--- src/rtl/sce_recompose.sv ---
// Sequence-to-phase recomposer: rebuilds Va/Vb/Vc from zero/positive/negative streams
// with two-tap rotations. Define SCE_RECOMP_SATCNT_EN to add the sat_cnt clip counter.
module sce_recompose #(
  parameter int                 M         = 14,
  parameter int                 Q         = 12,
  parameter logic signed [15:0] LAG120_C0 = -16'sd4096,
  parameter logic signed [15:0] LAG120_C1 = 16'sd4096,
  parameter logic signed [15:0] LAG240_C0 = 16'sd0,
  parameter logic signed [15:0] LAG240_C1 = -16'sd4096
) (
  input  logic                clk,
  input  logic                rst,
  input  logic                in_valid,
  input  logic                hist_clr,
  input  logic signed [M-1:0] Vzero,
  input  logic signed [M-1:0] Vpos,
  input  logic signed [M-1:0] Vneg,
  output logic signed [M-1:0] Va,
  output logic signed [M-1:0] Vb,
  output logic signed [M-1:0] Vc,
  output logic                out_valid,
  output logic                sat_flag
`ifdef SCE_RECOMP_SATCNT_EN
  ,
  output logic [15:0]         sat_cnt
`endif
);
  localparam int RW = M + 17;
  localparam int SW = M + 19;
  localparam logic signed [SW-1:0] SMAX = SW'((1 <<< (M - 1)) - 1);
  localparam logic signed [SW-1:0] SMIN = -SMAX - SW'(1);

  typedef enum logic {EMPTY, RUN} state_e;

  state_e              state_q;
  logic signed [M-1:0] vp1_q, vn1_q;
  logic signed [M-1:0] z_q, p_q, n_q;
  logic signed [RW-1:0] p120_q, p240_q, n120_q, n240_q;
  logic signed [RW-1:0] p120_d, p240_d, n120_d, n240_d;
  logic signed [M-1:0] va_q, vb_q, vc_q;
  logic                sat_q;
  logic [1:0]          vld_pipe_q;
  logic signed [SW-1:0] sum_a, sum_b, sum_c;
  logic                clip_any;
  logic                accept_run;

  function automatic logic signed [RW-1:0] rot(input logic signed [15:0] c0,
                                               input logic signed [15:0] c1,
                                               input logic signed [M-1:0] s,
                                               input logic signed [M-1:0] s1);
    logic signed [RW-1:0] acc;
    acc = RW'(c0) * RW'(s) + RW'(c1) * RW'(s1);
    return acc >>> Q;
  endfunction

  function automatic logic ovf(input logic signed [SW-1:0] s);
    return (s > SMAX) || (s < SMIN);
  endfunction

  function automatic logic signed [M-1:0] clip(input logic signed [SW-1:0] s);
    if (s > SMAX)      return M'(SMAX);
    else if (s < SMIN) return M'(SMIN);
    else               return s[M-1:0];
  endfunction

  assign p120_d = rot(LAG120_C0, LAG120_C1, Vpos, vp1_q);
  assign p240_d = rot(LAG240_C0, LAG240_C1, Vpos, vp1_q);
  assign n120_d = rot(LAG120_C0, LAG120_C1, Vneg, vn1_q);
  assign n240_d = rot(LAG240_C0, LAG240_C1, Vneg, vn1_q);

  // A cleared or empty history turns the sample into history only.
  assign accept_run = in_valid && !hist_clr && (state_q == RUN);

  always_comb begin
    sum_a    = SW'(z_q) + SW'(p_q) + SW'(n_q);
    sum_b    = SW'(z_q) + SW'(p120_q) + SW'(n240_q);
    sum_c    = SW'(z_q) + SW'(p240_q) + SW'(n120_q);
    clip_any = ovf(sum_a) || ovf(sum_b) || ovf(sum_c);
  end

`ifdef SCE_RECOMP_SATCNT_EN
  logic [15:0] sat_cnt_q;
  assign sat_cnt = sat_cnt_q;
`endif

  always_ff @(posedge clk) begin
    if (!rst) begin
      state_q    <= EMPTY;
      vp1_q      <= '0;
      vn1_q      <= '0;
      z_q        <= '0;
      p_q        <= '0;
      n_q        <= '0;
      p120_q     <= '0;
      p240_q     <= '0;
      n120_q     <= '0;
      n240_q     <= '0;
      va_q       <= '0;
      vb_q       <= '0;
      vc_q       <= '0;
      sat_q      <= 1'b0;
      vld_pipe_q <= '0;
`ifdef SCE_RECOMP_SATCNT_EN
      sat_cnt_q  <= '0;
`endif
    end else begin
      vld_pipe_q <= {vld_pipe_q[0], accept_run};
      if (accept_run) begin
        z_q    <= Vzero;
        p_q    <= Vpos;
        n_q    <= Vneg;
        p120_q <= p120_d;
        p240_q <= p240_d;
        n120_q <= n120_d;
        n240_q <= n240_d;
      end
      if (in_valid) begin
        vp1_q   <= Vpos;
        vn1_q   <= Vneg;
        state_q <= RUN;
      end else if (hist_clr) begin
        vp1_q   <= '0;
        vn1_q   <= '0;
        state_q <= EMPTY;
      end
      // Stage 2 runs for any stage-1 result, even across a history clear.
      if (vld_pipe_q[0]) begin
        va_q <= clip(sum_a);
        vb_q <= clip(sum_b);
        vc_q <= clip(sum_c);
        if (clip_any) sat_q <= 1'b1;
`ifdef SCE_RECOMP_SATCNT_EN
        if (clip_any && sat_cnt_q != 16'hFFFF) sat_cnt_q <= sat_cnt_q + 16'd1;
`endif
      end
    end
  end

  assign Va        = va_q;
  assign Vb        = vb_q;
  assign Vc        = vc_q;
  assign out_valid = vld_pipe_q[1];
  assign sat_flag  = sat_q;
endmodule

--- config.mk ---
export PLATFORM = sky130hd
export DESIGN_NAME = sce_recompose
export DESIGN_NICKNAME = d
export VERILOG_FILES = /design/src/rtl/sce_recompose.sv
export SDC_FILE = /design/constraint.sdc
export NUM_CORES = 1
export LEC_CHECK = 0
export CORE_MARGIN = 2
export CORE_UTILIZATION = 60
export CTS_CLUSTER_SIZE = 8
export DETAILED_ROUTE_END_ITERATION = 10
export HOLD_SLACK_MARGIN = 0.1
export PLACE_DENSITY = 0.81
export SYNTH_ARGS = -nofsm -noshare
export SYNTH_HDL_FRONTEND = slang
export SYNTH_SLANG_ARGS = --single-unit
--- constraint.sdc ---
create_clock -name clk -period 11.38 [get_ports clk]
set_input_delay 1.138 -clock clk [delete_from_list [all_inputs] [get_ports clk]]
set_output_delay 1.138 -clock clk [all_outputs]
set_load 0.02 [all_outputs]
# Word-level counts from Yosys, hierarchy flattened
# Cells that the tools add are included.
# word_totals
register_bits	192
latch_bits	0
ramBits	0
mem_bits_ro	0
inputBits	46
out_inout_bits	44
word_cells	54
mem_count	0
# classes
addsub	12
n_mul	0
n_div	0
n_lt_le_gt_ge	6
n_eq_ne	0
shift	0
n_mux	11
n_bitwise	0
reduce_logical	10
# op_table
cell	count
two-way mux 14 bit	9
negator 14 -> 19 bit	4
adder 31 x 26 -> 31 bit	2
adder 20 x 19 -> 21 bit	2
> comparator 21 x 14 -> 1 bit, second input constant	2
< comparator 21 x 14 -> 1 bit, second input constant	2
adder 14 x 19 -> 20 bit	2
adder 15 x 14 -> 16 bit	1
> comparator 16 x 14 -> 1 bit, second input constant	1
< comparator 16 x 14 -> 1 bit, second input constant	1
adder 14 x 14 -> 15 bit	1
logical OR 1 bit	5
logical AND 1 bit	2
two-way mux 1 bit	2
AND reduction 2 bit	1
nonzero test 2 bit	1
zero test 1 bit	1

# Depth between registers and ports, before layout
# Gate-level depths: netlist (run 1).
# depth
depth_word	7
ltp_mapped	15

# Worst setup path after synthesis (run 1)
# OpenSTA, ideal clock, no wires.
# synth_path
path_type	input to register
from	in Vpos[0]
to	reg p120_q[17]
setup_time_ns	0.123
arrival_ns	4.038
required_ns	11.257
setup_slack_ns	7.220
stages	13
cell_sequence	inv_1 > ha_1 > nand2_1 > or3_1 > nor3_1 > xnor2_1 > ha_1 > a21o_1 > or4_1 > a311o_1 > o31ai_1 > xor2_1 > o21ai_0
# synth_between
elab_chain_len	2
# synth_rtl
element	line_no	source
start, declared	16	input logic signed [M-1:0] Vpos,
negator 14 -> 19 bit (not written as such)	52	acc = RW'(c0) * RW'(s) + RW'(c1) * RW'(s1);
adder 31 x 26 -> 31 bit	52	
end signal, assigned	112	p120_q <= p120_d;
end, declared	38	logic signed [RW-1:0] p120_q, p240_q, n120_q, n240_q;
# Every way passes these cells.
# A chain may end at the register's enable or synchronous reset.

# Worst setup path after layout (run 1)
# layout_path
from	reg z_q[12]
to	reg vc_q[0] (netlist: Vc[0])
# layout_between
elab_chain_len	5
word_cells_on_any_way	6
# layout_rtl
element	line_no	source
start, declared	37	logic signed [M-1:0] z_q, p_q, n_q;
start signal, assigned	109	z_q <= Vzero;
adder 14 x 19 -> 20 bit *	77	sum_c = SW'(z_q) + SW'(p240_q) + SW'(n120_q);
adder 20 x 19 -> 21 bit *	77	
< comparator 21 x 14 -> 1 bit	62	else if (s < SMIN) return M'(SMIN);
two-way mux 14 bit	62	
two-way mux 14 bit *	61	if (s > SMAX) return M'(SMAX);
end signal, assigned	130	vc_q <= clip(sum_c);
end, declared	40	logic signed [M-1:0] va_q, vb_q, vc_q;
# Every way passes the cells marked *; elsewhere a longest branch is shown, timed or not.

==> summary.md, run 1 <==
| Metric | Value |
|---|---|
| Initial antenna violation count | `0` |
| Worst Hold Class | `reg2reg` |
| Register area share after synthesis | `0.292` |
| DR iter-0 viols | `1150` |
| Slowest-stage cell, CP | `o41ai_2` |
| Floorplan row count | `54` |
| Worst EP arrival | `5120 ps` |
| CP delay by family, top | `compound AO/OA/AOI/OAI gates` |
| All-Layer GR Usage | `0.312` |
| RSZ-0062 raised after global routing | `no` |
| CP bufs+invs | `2` |
| Clk pwr share | `0.369` |
| EDFF count, synth | `0` |
| Mapped cell area | `0.0132 mm2` |
| Layout cell share with drive strength beyond 1 | `0.0408` |
| Slew of the pin with the lowest slew margin | `1220 ps` |
| Avg Vias per Cell | `6.11` |
| CP Capture Type | `flip-flop` |
| CP required | `11750 ps` |
| GPL Wtd Cong | `0.959` |
| Worst-Skew Late Latency | `450 ps` |
| First-pass GRT wire length | `58300 um` |
| Setup crit start kind | `flip-flop` |
| WL final | `36300 um` |
| # Post-CTS Setup Buffers | `0` |
| Post-synthesis async set-or-reset flop share | `0` |
| Syn-to-layout area delta | `12.3%` |
| Vias in the first global route | `11000` |
| Resized Gates After CTS | `0` |
| Synth cell types | `73` |
| Initial Util | `0.608` |
| Sw Pwr | `0.000524 W` |
| Post-Synthesis Net Count | `1830` |
| CTS Hold Bufs | `0` |
| Overflow after GRT | `0` |
| CTS sink cnt | `192` |
| DP HPWL | `27600 um` |
| Syn_area_per_cell | `8.06 um2` |
| Largest stage delay on the critical path | `860 ps` |
| Num CTS Buffers | `17` |
| Cells after Synth | `1635` |
| Core Region | `0.0217 mm2` |
| Nets | `1872` |
| Crit path cell chain | `inv_1 -> fa_1 -> inv_1 -> ha_1 -> and3_1 -> a221o_1 -> a211o_1 -> a211o_1 -> o311a_1 -> or3_1 -> o41ai_2 -> o21ai_0 -> o21ai_0` |
| PwrDens | `112 mW/mm2` |
| CTS tree | `built` |
| Ys flop type | `dfxtp_1` |
| Final setup viols | `0` |
| Status | `complete, no violations` |
| Final Hold Fails | `0` |
| Maximum clock frequency | `211 MHz` |
| Relative slew slack | `0.189` |
| Die Footprint | `0.0232 mm2` |
| Peak VDD IR | `0.0968 mV` |
| Average routed wire per standard cell | `18.4 um` |
| Commonest non-fill, non-tap cell in the layout | `nand2_1` |
| Clock slew at reported path FFs | `80 ps` |
| CTS root buf | `clkbuf_16` |
| Commonest cells after routing, fill and taps aside | `nand2_1 (242), a21oi_1 (207), dfxtp_1 (192), nor2_1 (117), ha_1 (92)` |
| PortBufs | `89` |
| Yosys reg bits | `192` |
| Leakage Power | `6.09 nW` |
| # IOs | `90` |
| H-Tree Depth | `4` |
| Setup TNS | `0 ps` |
| Drt pass-1 iters | `5` |
| Hold WS | `456 ps` |
| Antenna diodes | `0` |
| Internal power | `0.00113 W` |
| Routed Antenna Nets | `0` |
| Max Buffers Root-to-Sink | `2` |
| Die Span Y | `152 um` |
| Reg power frac | `0.434` |
| Die X | `152 um` |
| Syn. warnings | `0` |
| Max Cap Viol | `0` |
| Clock Skew | `10.8 ps` |
| Worst-path fanout max | `13` |
| Comb power frac | `0.198` |
| Vias | `12000` |
| Switching Fraction | `0.317` |
| CP Class | `reg2reg` |
| Max-slew violations | `0` |
| DRC errors left | `0` |
| Largest net degree at the start of global routing | `117` |
| Final min period | `4750 ps` |
| Post-route clock period utilization | `0.417` |
-- final cells by class --
type                       count  area (um2)
clock buffer                  18         439
clock inverter                14         160
fill                        1796        6880
inverter                      86         325
multi-input combinational   1282        8740
sequential                   192        3840
tap                          280         350
timing repair buffer          98         953
-- cells in the mapped netlist (9+ instances only) --
| cell | n | area share |
|---|---|---|
| a211o_1 | 14 | 0.0093 |
| inv_1 | 84 | 0.024 |
| nand2_1 | 243 | 0.069 |
| and2_1 | 10 | 0.0047 |
| dfxtp_1 | 192 | 0.29 |
| a21oi_1 | 207 | 0.079 |
| a211oi_1 | 16 | 0.0091 |
| nand2b_1 | 16 | 0.0076 |
| a21o_1 | 25 | 0.014 |
| or3_1 | 36 | 0.017 |
| a2111oi_0 | 9 | 0.0060 |
| nor3b_1 | 23 | 0.013 |
| a31oi_1 | 13 | 0.0062 |
| nor2_1 | 117 | 0.033 |
| o21a_1 | 13 | 0.0074 |
| xor2_1 | 51 | 0.034 |
| ha_1 | 92 | 0.087 |
| o22ai_1 | 17 | 0.0081 |
| o21ai_0 | 75 | 0.028 |
| xnor2_1 | 54 | 0.036 |
| o21bai_1 | 13 | 0.0074 |
| clkbuf_1 | 67 | 0.019 |
| nor3_1 | 39 | 0.015 |
| nand3_1 | 28 | 0.011 |
| fa_1 | 57 | 0.087 |
-- per-layer routing --
| metal | vias up | part of all wire | track usage |
|---|---|---|---|
| met5 | - | 0 | 0 |
| met4 | 0 | 0.029 | 0.102 |
| met3 | 71 | 0.087 | 0.0575 |
| met2 | 516 | 0.44 | 0.482 |
| met1 | 5644 | 0.45 | 0.442 |
| li1 | 5811 | - | - |
-- final timing paths --
| check | slack [ps] | cells past startpoint | startpoint | to |
|---|---|---|---|---|
| setup / recovery | 6630 | 13 | z_q[12] | Vc[0] |
| hold / removal | 460 | 2 | n120_q[11] | n120_q[11] |
| setup reg to reg | 6630 | 13 | z_q[12] | Vc[0] |
| hold reg to reg | 460 | 2 | n120_q[11] | n120_q[11] |
-- through the flow --
step	total power (W)	cells	utilization	setup WS (ps)	instance area (um2)
2_1_floorplan	0.000949	1635	-	7220	13200
3_3_place_gp	0.00104	1938	0.655	6440	14200
3_5_place_dp	0.00105	1938	0.655	6290	14200
4_1_cts	0.00165	1970	0.683	6640	14800
5_1_grt	0.00172	1970	0.683	6320	14800
6_report	0.00165	1970	0.683	6630	14800
-- cells by family (layout without fill, tap and decap cells) --
family                   count (synthesis)  in the layout  share of synthesized area
AO/OA/AOI/OAI                          463            463                      0.217
XOR/XNOR                               105            105                     0.0698
adder cells (fa/ha/maj)                149            149                      0.174
buffers and inverters                  161            216                     0.0465
flip-flops                             192            192                      0.292
multiplexers                             7              7                    0.00550
AND/OR/NAND/NOR                        558            558                      0.196
-- tightest hold or removal path: stages, from the launching register on --
cell     delay (ps)
dfxtp_1         310
nand2_1          50
a21oi_1          50
-- power groups by stage --
stage	clock [W]	sequential [W]	combinational [W]
2_1_floorplan	0	0.000729	0.000220
3_3_place_gp	0	0.000731	0.000314
3_5_place_dp	0	0.000732	0.000319
4_1_cts	0.000613	0.000716	0.000323
5_1_grt	0.000642	0.000719	0.000362
6_report	0.000609	0.000717	0.000327
-- registers in the layout (all words and copies together), names as in the netlist, 2 cells and up --
register    flops
Va             14
Vb             14
Vc             14
n120_q         19
n240_q         19
n_q            14
p120_q         19
p240_q         19
p_q            14
vld_pipe_q      2
vn1_q          14
vp1_q          14
z_q            14
Power figures use the tool's default switching activity.
==> run 2: changes to the inputs <==
--- a/config.mk
+++ b/config.mk
@@ -6,11 +6,11 @@
 export NUM_CORES = 1
 export LEC_CHECK = 0
 export CORE_MARGIN = 2
-export CORE_UTILIZATION = 60
+export CORE_UTILIZATION = 55
 export CTS_CLUSTER_SIZE = 8
 export DETAILED_ROUTE_END_ITERATION = 10
 export HOLD_SLACK_MARGIN = 0.1
-export PLACE_DENSITY = 0.81
+export PLACE_DENSITY = 0.78
 export SYNTH_ARGS = -nofsm -noshare
 export SYNTH_HDL_FRONTEND = slang
 export SYNTH_SLANG_ARGS = --single-unit
==> constraint.sdc (replaced) <==
create_clock -name clk -period 4.03 [get_ports clk]
set_input_delay 0.403 -clock clk [delete_from_list [all_inputs] [get_ports clk]]
set_output_delay 0.403 -clock clk [all_outputs]
set_load 0.02 [all_outputs]
==> run 2 against run 1 <==
Compared with the run above:
- sequential cell count did not move
- sequential share of layout area fell by 1.5 points
- clock power rose to 3.0 times the previous value
- critical path type unchanged
- maximum frequency is 20% higher
- non-clock buffer count is 84 higher
- largest power group unchanged
- worst hold slack worse by 210 ps
- highest routed layer unchanged
==> summary.md, run 2 (synthesis gave the netlist of run 1 again) <==
| Metric | Value |
|---|---|
| Status | `complete, no violations` |
| Num CTS Buffers | `17 (unchanged)` |
| Slew of the pin with the lowest slew margin | `869 ps (-346 ps)` |
| Die Span Y | `159 um (+4.3%)` |
| Placed Cells | `2058 (+6.2%)` |
| Vias in the first global route | `11700 (+6.3%)` |
| Routed metal-1 wirelength | `17200 um (+6.2%)` |
| Die Footprint | `0.0252 mm2 (+8.8%)` |
| Routed Antenna Nets | `0 (unchanged)` |
| Core Region | `0.0235 mm2 (+8.2%)` |
| Max Cap Viol | `0 (unchanged)` |
| Antenna diodes | `0 (unchanged)` |
| Worst Hold Class | `in2reg` |
| CP Capture Type | `flip-flop` |
| Largest net degree at the start of global routing | `101 (-14%)` |
| Drt pass-1 iters | `6 (+1)` |
| First-pass GRT wire length | `61500 um (+5.5%)` |
| Leakage Power | `6.56 nW (+7.6%)` |
| Count of non-filler cells in the finished layout | `2093 (+6.2%)` |
| Setup TNS | `0 ps (unchanged)` |
| Max-slew violations | `0 (unchanged)` |
| Syn-to-layout area delta | `19.2%` |
| Floorplan row count | `56 (+3.7%)` |
| Final Hold Fails | `0 (unchanged)` |
| WL met3 | `3110 um (-2.0%)` |
| PortBufs | `89 (unchanged)` |
| DR iter-0 viols | `1306 (+14%)` |
| Worst-Skew Late Latency | `460 ps (about the same)` |
| GPL Wtd Cong | `0.921 (-4.0%)` |
| WL final | `39000 um (+7.4%)` |
| Commonest cells after routing, fill and taps aside | `nand2_1 (242), a21oi_1 (203), dfxtp_1 (188), nor2_1 (117)` |
| Commonest non-fill, non-tap cell in the layout | `nand2_1` |
| H-Tree Depth | `4 (unchanged)` |
| Total Power | `0.00488 W (+200%)` |
| DP HPWL | `29600 um (+7.5%)` |
| Relative slew slack | `0.419 (+0.229)` |
| Post-route clock period utilization | `0.980 (+0.562)` |
| CTS Hold Bufs | `0 (unchanged)` |
| Layout cell share with drive strength beyond 1 | `0.101 (+0.0601)` |
| Average routed wire per standard cell | `18.6 um (+1.1%)` |
| CP required | `4350 ps (-7400 ps)` |
| Final min period | `3950 ps (-800 ps)` |
| Clock Skew | `17.5 ps (+6.72 ps)` |
| Nets | `1956 (+4.5%)` |
| CTS root buf | `clkbuf_16` |
| Maximum clock frequency | `253 MHz (+20%)` |
| Met2 WL | `17600 um (+11%)` |
| CP Class | `reg2reg` |
| Worst-path fanout max | `6 (-7)` |
| All-Layer GR Usage | `0.305 (-0.00647)` |
| Avg Vias per Cell | `5.99 (-2.0%)` |
| Worst EP arrival | `4270 ps (-850 ps)` |
| Setup crit start kind | `flip-flop` |
| Hold WS | `246 ps (-210 ps)` |
| Overflow after GRT | `0 (unchanged)` |
| Vias | `12500 (+4.1%)` |
| RSZ-0062 raised after global routing | `yes` |
| Clock slew at reported path FFs | `80 ps (about the same)` |
| Max Buffers Root-to-Sink | `2 (unchanged)` |
| PwrDens | `311 mW/mm2 (+180%)` |
| Peak VDD IR | `0.245 mV (+150%)` |
| # IOs | `90 (unchanged)` |
| Die X | `159 um (+4.3%)` |
| Final setup viols | `0 (unchanged)` |
| CTS tree | `built` |
| Highest metal used | `met4` |
| CTS sink cnt | `192 (unchanged)` |
| Initial antenna violation count | `0 (unchanged)` |
| Initial Util | `0.562 (-0.0462)` |
| DRC errors left | `0 (unchanged)` |
[run 2: cell types whose count changed in the layout (fill, tap and decap cells not counted), moves of 4 or more]
cell	change
dfxtp_1	-4
a21oi_1	-4
inv_2	+4
inv_6	-5
inv_1	-4
o21ai_0	-4
dfxtp_2	+4
buf_4	+79
o21ai_1	+4
ha_1	-5
[run 2: area by class of cell]
class | count | area, um2
Multi-Input combinational cell | 1282 | 8880
Fill cell | 1947 | 7760
Sequential cell | 192 | 3850
Timing Repair Buffer | 182 | 1610
Clock buffer | 17 | 425
Tap cell | 319 | 399
Inverter | 86 | 325
Clock inverter | 15 | 220
[run 2: through the flow]
| stage | util | worst slack, ps | instance area (um2) |
|---|---|---|---|
| after floorplan | - | 23.8 | 13200 |
| after global placement | 0.634 | -59.2 | 14900 |
| after detailed placement | 0.634 | -150 | 14900 |
| after CTS | 0.663 | 27.8 | 15600 |
| after global routing | 0.670 | -71.6 | 15700 |
| final | 0.670 | 81.9 | 15700 |
[run 2: what timing repair did]
| action | in CTS | in global routing |
|---|---|---|
| pin swaps | 7 | 7 |
| endpoints found under the setup margin | 14 | 29 |
| hold endpoints to repair | 0 | 0 |
| resized for setup | 7 | 30 |
| cloned | 0 | 1 |
| buffers inserted | 1 | 1 |
[run 2: final timing paths]
path	end	depth (start not counted)	slack (ps)	start
setup / recovery	Vb[7]	14	80	n240_q[1]
hold / removal	state_q	3	250	in_valid
setup reg to reg	Vb[7]	14	80	n240_q[1]
hold reg to reg	p240_q[12]	2	460	p240_q[12]
[run 2: report_power, final]
part           leakage, nW  internal (W)  total [W]  switching [W]
sequential            1.56       0.00196    0.00202      0.0000637
clock                0.311      0.000874    0.00184       0.000970
combinational         4.69      0.000436    0.00102       0.000582
[run 2: worst max-delay path: stages (launching register included)]
cell and delay, ps:
dfxtp_2 340, fa_1 510, ha_2 220, inv_2 50, fa_2 210, nor2b_4 40, o31a_1 270, o41a_1 410
a311o_1 350, a2111oi_4 310, o221ai_1 160, or4_4 460, o31ai_4 240, buf_6 160, o22ai_1 90
[run 2: layer usage]
metal | track usage | vias up
li1 | - | 5983
met1 | 0.433 | 5963
met2 | 0.478 | 521
met3 | 0.0423 | 67
met4 | 0.102 | 0
met5 | 0 | -
